File: src/rtl/axis_pkt_pkg.sv
// Shared types and widths for the AXI-Stream packet generator.
package axis_pkt_pkg;

  localparam int DATA_W = 8;
  localparam int LEN_W  = 8;
  localparam int CNT_W  = 16;

  typedef enum logic [1:0] {
    IDLE = 2'd0,
    SEND = 2'd1,
    GAP  = 2'd2
  } state_t;

  // Loaded into the gap counter on the last beat; it counts down to zero inside GAP.
  function automatic logic [7:0] gap_load(input int gap_cycles);
    return (gap_cycles == 0) ? 8'd0 : 8'(gap_cycles - 1);
  endfunction

endpackage

File: src/rtl/axis_pkt_gen.sv
// AXI-Stream packet generator: one command yields cmd_len+1 incrementing beats from cmd_seed.
// Optional macro AXIS_PKT_GEN_TERR_EN drives m_axis_terr from cmd_err on the last beat.
module axis_pkt_gen
  import axis_pkt_pkg::*;
#(
  parameter int GAP_CYCLES = 0
) (
  input  logic              clk,
  input  logic              rst,
  input  logic              cmd_valid,
  output logic              cmd_ready,
  input  logic [LEN_W-1:0]  cmd_len,
  input  logic [DATA_W-1:0] cmd_seed,
  input  logic              cmd_id,
  input  logic              cmd_dest,
  input  logic              cmd_err,
  output logic              m_axis_tvalid,
  input  logic              m_axis_tready,
  output logic              m_axis_tid,
  output logic              m_axis_tdest,
  output logic              m_axis_tlast,
  output logic              m_axis_tkeep,
  output logic              m_axis_terr,
  output logic [DATA_W-1:0] m_axis_tdata,
  output logic              busy,
  output logic [CNT_W-1:0]  pkt_count
);

  localparam logic [7:0] GAP_LOAD = gap_load(GAP_CYCLES);

  state_t             state, state_nxt;
  logic [LEN_W-1:0]   len_q;
  logic [LEN_W-1:0]   beat_cnt;
  logic [7:0]         gap_cnt;
  logic               cmd_fire, beat_fire, last_fire, next_last;

  assign cmd_ready = (state == IDLE) && !rst;
  assign busy      = (state != IDLE);
  assign cmd_fire  = cmd_valid && cmd_ready;
  assign beat_fire = m_axis_tvalid && m_axis_tready;
  assign last_fire = beat_fire && (beat_cnt == len_q);
  assign next_last = ((beat_cnt + 8'd1) == len_q);

  always_ff @(posedge clk) begin
    if (rst) state <= IDLE;
    else     state <= state_nxt;
  end

  always_comb begin
    state_nxt = state;
    case (state)
      IDLE: if (cmd_fire) state_nxt = SEND;
      SEND: if (last_fire) state_nxt = (GAP_CYCLES == 0) ? IDLE : GAP;
      GAP:  if (gap_cnt == 8'd0) state_nxt = IDLE;
      default: state_nxt = IDLE;
    endcase
  end

  always_ff @(posedge clk) begin
    if (rst)                                    gap_cnt <= 8'd0;
    else if (last_fire)                         gap_cnt <= GAP_LOAD;
    else if (state == GAP && gap_cnt != 8'd0)   gap_cnt <= gap_cnt - 8'd1;
  end

  // The tdata register doubles as the latched seed; each accepted beat bumps it by one.
  always_ff @(posedge clk) begin
    if (rst) begin
      len_q         <= '0;
      beat_cnt      <= '0;
      m_axis_tvalid <= 1'b0;
      m_axis_tdata  <= '0;
      m_axis_tlast  <= 1'b0;
      m_axis_tkeep  <= 1'b0;
      m_axis_tid    <= 1'b0;
      m_axis_tdest  <= 1'b0;
      pkt_count     <= '0;
    end else if (cmd_fire) begin
      len_q         <= cmd_len;
      beat_cnt      <= '0;
      m_axis_tvalid <= 1'b1;
      m_axis_tdata  <= cmd_seed;
      m_axis_tlast  <= (cmd_len == '0);
      m_axis_tkeep  <= 1'b1;
      m_axis_tid    <= cmd_id;
      m_axis_tdest  <= cmd_dest;
    end else if (beat_fire) begin
      if (beat_cnt == len_q) begin
        m_axis_tvalid <= 1'b0;
        m_axis_tlast  <= 1'b0;
        m_axis_tkeep  <= 1'b0;
        pkt_count     <= pkt_count + 16'd1;
      end else begin
        beat_cnt      <= beat_cnt + 8'd1;
        m_axis_tdata  <= m_axis_tdata + 8'd1;
        m_axis_tlast  <= next_last;
      end
    end
  end

`ifdef AXIS_PKT_GEN_TERR_EN
  logic err_q;

  always_ff @(posedge clk) begin
    if (rst) begin
      err_q       <= 1'b0;
      m_axis_terr <= 1'b0;
    end else if (cmd_fire) begin
      err_q       <= cmd_err;
      m_axis_terr <= cmd_err && (cmd_len == '0);
    end else if (beat_fire) begin
      m_axis_terr <= (beat_cnt == len_q) ? 1'b0 : (err_q && next_last);
    end
  end
`else
  logic unused_cmd_err;
  assign unused_cmd_err = cmd_err;
  assign m_axis_terr    = 1'b0;
`endif

endmodule

File: config.mk
export PLATFORM = sky130hd
export DESIGN_NAME = axis_pkt_gen
export DESIGN_NICKNAME = d
export VERILOG_FILES = /design/src/rtl/axis_pkt_pkg.sv /design/src/rtl/axis_pkt_gen.sv
export SDC_FILE = /design/constraint.sdc
export NUM_CORES = 1
export LEC_CHECK = 0
export ABC_AREA = 0
export CAP_MARGIN = 10
export CELL_PAD_IN_SITES_DETAIL_PLACEMENT = 0
export CELL_PAD_IN_SITES_GLOBAL_PLACEMENT = 1
export CORE_MARGIN = 2
export CORE_UTILIZATION = 33
export DETAILED_ROUTE_END_ITERATION = 6
export PLACE_DENSITY = 0.82
export SETUP_SLACK_MARGIN = 0.15
export SYNTH_ARGS = -nofsm -noshare
export SYNTH_HDL_FRONTEND = slang
export SYNTH_SLANG_ARGS = --single-unit
File: constraint.sdc
create_clock -name clk -period 1.92 [get_ports clk]
set_clock_uncertainty 0.2 [all_clocks]
set_input_delay 0.192 -clock clk [delete_from_list [all_inputs] [get_ports clk]]
set_output_delay 0.192 -clock clk [all_outputs]
set_load 0.02 [all_outputs]
Word-level counts from Yosys, hierarchy flattened
Index checks and enable logic that the tools add are counted.
{ "op_classes": {"n_addsub": 4, "n_eq_ne": 8, "muxes": 13, "bitwise": 2, "n_reduce_logical": 20} }
{ "op_table": {"columns": ["cell", "count"], "rows": [
  ["$mux 8", 3],
  ["$add 16x1->16 const B", 1],
  ["$add 8x1->8 const B", 2],
  ["$eq 8x8->1", 2],
  ["$logic_not 8->1", 2],
  ["$ne 2x2->1 const B", 4],
  ["$reduce_bool 8->1", 1],
  ["$sub 8x1->8 const B", 1],
  ["$mux 1", 6],
  ["$mux 2", 3],
  ["$pmux 2 s3", 1],
  ["$reduce_and 2->1", 3],
  ["$reduce_and 3->1", 2],
  ["$reduce_bool 2->1", 3],
  ["$logic_and 1x1->1", 5],
  ["$reduce_or 2->1", 2],
  ["$eq 2x1->1 const B", 1],
  ["$eq 2x2->1 const B", 1],
  ["$logic_not 2->1", 1],
  ["$not 1->1", 2],
  ["$logic_not 1->1", 1]
]} }
{ "totals": {"regBits": 54, "wordCells": 57} }

Logic depth before layout (Yosys ltp)
{ "depth": {"ltp_word": 5, "ltp_mapped": 8, "depth_no_buf": 6} }

Least setup slack after synthesis
Ideal clock, no wire load.
{ "synth_timing": {"path_type": "register to register", "from": "register m_axis_tkeep (netlist name)", "to": "register pkt_count[13]", "arrival_time_ps": 1752, "t_required_ps": 1650, "setup_slack_ps": -102, "path_stages_with_launch": 6, "path_buffers": 0, "period_less_slack_ps": 2022, "cell_sequence": "dfxtp_1 -> nand2_4 -> nor4_4 -> nand4_4 -> or4_1 -> a21oi_1"} }
{ "synth_rtl": {"columns": ["item", "line", "rtl"], "rows": [
  ["to (signal assigned)", "axis_pkt_gen.sv:91", "pkt_count <= pkt_count + 16'd1;"],
  ["to (decl)", "axis_pkt_gen.sv:26", "output logic [CNT_W-1:0] pkt_count"]
]} }

Worst setup path in the final report
{ "layout_timing": {"from": "register beat_cnt[7]", "to": "register pkt_count[9]"} }
{ "layout_via": {"elab_chain_len": 2} }
{ "layout_lines": {"columns": ["item", "line", "rtl"], "rows": [
  ["from (decl)", "axis_pkt_gen.sv:33", "logic [LEN_W-1:0] beat_cnt;"],
  ["from (signal assigned)", "axis_pkt_gen.sv:93", "beat_cnt <= beat_cnt + 8'd1;"],
  ["$eq 8x8->1", "axis_pkt_gen.sv:87", "if (beat_cnt == len_q) begin"],
  ["$reduce_and 3->1 (no line)", null, null]
]} }
Every way passes these cells.
A chain may end at the register's enable or synchronous reset.

==> flow_summary.ini <==
[outcome]
outcome = complete, but fails checks
violations = negative setup slack

[synthesis]
synth_warnings = 0
yosys.area_share.adder_pct = 1.53
ys_ff_latch = 45
synth_area_sq_um = 2450
yosys.area_share.simple_pct = 30.6
yosys.cell_types.count = 49
synth_flop_cell = dfxtp_1
synthXorXnorAreaFrac_pct = 9.14
syn_avg_cell_area_sq_um = 8.45
yosysSeqAreaShare_pct = 36.8
synth_top_family_by_area = simple AND/OR/NAND/NOR gates
synth.area.mux_share_pct = 1.63
synth-compound-area-share_pct = 15.3
synth_cells = 290
synth-edff-count = 0
async_flop_share_pct = 0
syn_nets = 316

[routing]
wl_per_cell_um = 13.9
routed_wirelength_mm = 6.66
via_per_inst = 4.97
ant_nets = 0
vias = 2374
firstDrtPassIters = 4
drc = 0
drtIter0Drc = 84

[grt]
grt_usage_pct = 15.7
grt_overflow = 0
grt_max_degree = 32
grt_pass1_vias = 2280
grt_pass1_wl_mm = 10.7
antenna_found_initial = 0

[floorplan]
core_sq_um = 7210
die_area_sq_um = 8130
ios = 55
start_util_pct = 34.0
fp.dieW_um = 90.2
num_rows = 31
die_h_um = 90.2

[place]
portBuffers = 52
post-dp-hpwl_mm = 4.63
routabilityCongestion = 0.798
pre_cts_ws_ns = -0.427

[sta]
period_share_pct = 101
setup_slack_ns = -0.0249
grt_setup_unrepaired = yes
slew_violations = 0
timing.fmax_mhz = 514
hold_viol_final = 0
period_needed_ns = 1.94
finalSetupViolCount = 2

[layout]
drive_gt1_share_pct = 27.4
final_common_cell = dfxtp_1
diodes = 0
syn_to_final_growth_pct = 53.3
nets = 404
final_cell_mix = dfxtp_1, clkdlybuf4s50_1, buf_4

[hold_path]
min_path_type = input port to flop
hold_depth = 3

[clock_network]
cts_sinks = 45
cts_tree = done
clock_latency_ns = 0.30
htreeDepth = 2
numCtsBuffers = 5
clk_pin_slew_ns = 0.09
cts_max_path_buffers = 2
clk_root_buffer_cell = clkbuf_8

[pwr]
p_leak_nw = 1.48
pwr_density_cell_nw_per_um2 = 553
p_total_mw = 2.08
ir_drop_uv = 356

[worst_setup_path]
criticalPathCategory = flop to flop
cp_max_fo = 8
end_kind = flop
critPathRequiredTime_ns = 1.96
reg2reg_depth = 7
critPathArrivalTime_ns = 1.98
crit_path_start_kind = flop

[job]
drv_cap = 0
power by group:
group / switching (mW) / internal (mW) / leakage (nW)
sequential: 0.0390 / 0.967 / 0.371
combinational: 0.246 / 0.237 / 1.07
clock: 0.329 / 0.258 / 0.0385
synth_stat cells, drive strengths merged (2+ instances only):
master	n	area [sq um]
nand4	10	83.8
nor4	6	67.6
nor2	30	113
clkbuf	8	43.8
o21ai	23	115
inv	3	11.3
dfxtp	45	901
and4	7	61.3
ha	3	37.5
and3	4	26.3
and2	3	18.8
nor3	2	10.0
nand2	27	109
a211oi	9	67.6
xnor2	19	166
nand2b	10	62.6
or3	9	56.3
a31o	3	26.3
nand4b	3	26.3
nor3b	3	27.5
a21oi	23	119
mux2i	4	40.0
nand3	12	60.1
xor2	4	57.6
buf	9	63.8
cells by family (layout without fill, tap and decap cells):
family                     count (synthesis)  in the layout
and+or+nand+nor                          130            131
buffers and inverters                     20            108
DFF                                       45             45
muxes                                      4              4
AOI/OAI and AO/OA                         64             64
other                                      1              1
adders and majority gates                  3              3
xor gates and xnor gates                  23             23
sequential cells by signal, indices dropped and copies added, names as in the netlist:
register / cells
m_axis_tkeep: 1
pkt_count: 16
state: 1
m_axis_tdest: 1
beat_cnt: 8
m_axis_tlast: 1
len_q: 8
m_axis_tdata: 8
m_axis_tid: 1
cell type report:
class                      count  area, sq um
clock inverter                 1         7.51
inverter                       3         11.3
tap                           99          124
fill                         677         3460
sequential                    45          918
clock buffer                   7         76.3
timing repair buffer          97          933
multi-input combinational    226         1690
worst max-delay path, stage by stage (launching register included):
cell	delay [ns]
dfxtp_2	0.34
xor2_2	0.19
nor4_4	0.20
buf_4	0.17
nand4_4	0.17
buf_6	0.17
or3_4	0.32
a21oi_2	0.13
path summary, 6_finish.rpt:
check | endpoint | slack (ns) | from
min reg2reg | m_axis_tid$_SDFFE_PP0P_ | 0.28 | m_axis_tid$_SDFFE_PP0P_
min | m_axis_tid$_SDFFE_PP0P_ | 0.26 | cmd_id
max | pkt_count[9]$_SDFFE_PP0P_ | -0.02 | beat_cnt[7]$_SDFFE_PP0P_
max reg2reg | pkt_count[9]$_SDFFE_PP0P_ | -0.02 | beat_cnt[7]$_SDFFE_PP0P_
metal layers:
metal	track usage, %	up-vias	wire (um)	part of all wire [%]
met5	0	-	0	0
met4	3.97	0	93	1.4
met3	2.35	9	211	3.2
met2	27.3	52	3290	49
met1	20.6	1107	3060	46
li1	-	1206	-	-
per-stage QoR:
stage / TNS, ns / hold slack (ns) / std cells / util, % / instance area (sq um)
2_1_floorplan: 0 / 0.101 / 290 / - / 2490
3_3_place_gp: -6.24 / 0.267 / 462 / 45.8 / 3300
3_5_place_dp: -7.63 / 0.268 / 462 / 45.8 / 3300
4_1_cts: -0.00694 / 0.251 / 475 / 49.8 / 3590
5_1_grt: -0.674 / 0.252 / 478 / 52.1 / 3760
6_report: -0.0255 / 0.255 / 478 / 52.1 / 3760
timing repair:
action,CTS,global route
resized for setup,51,32
setup buffers,5,2
gates cloned,0,1
endpoints found under the setup margin,39,45
hold buffers,0,0
pin swaps,38,6
No activity file was read; power rests on OpenSTA's default activity.
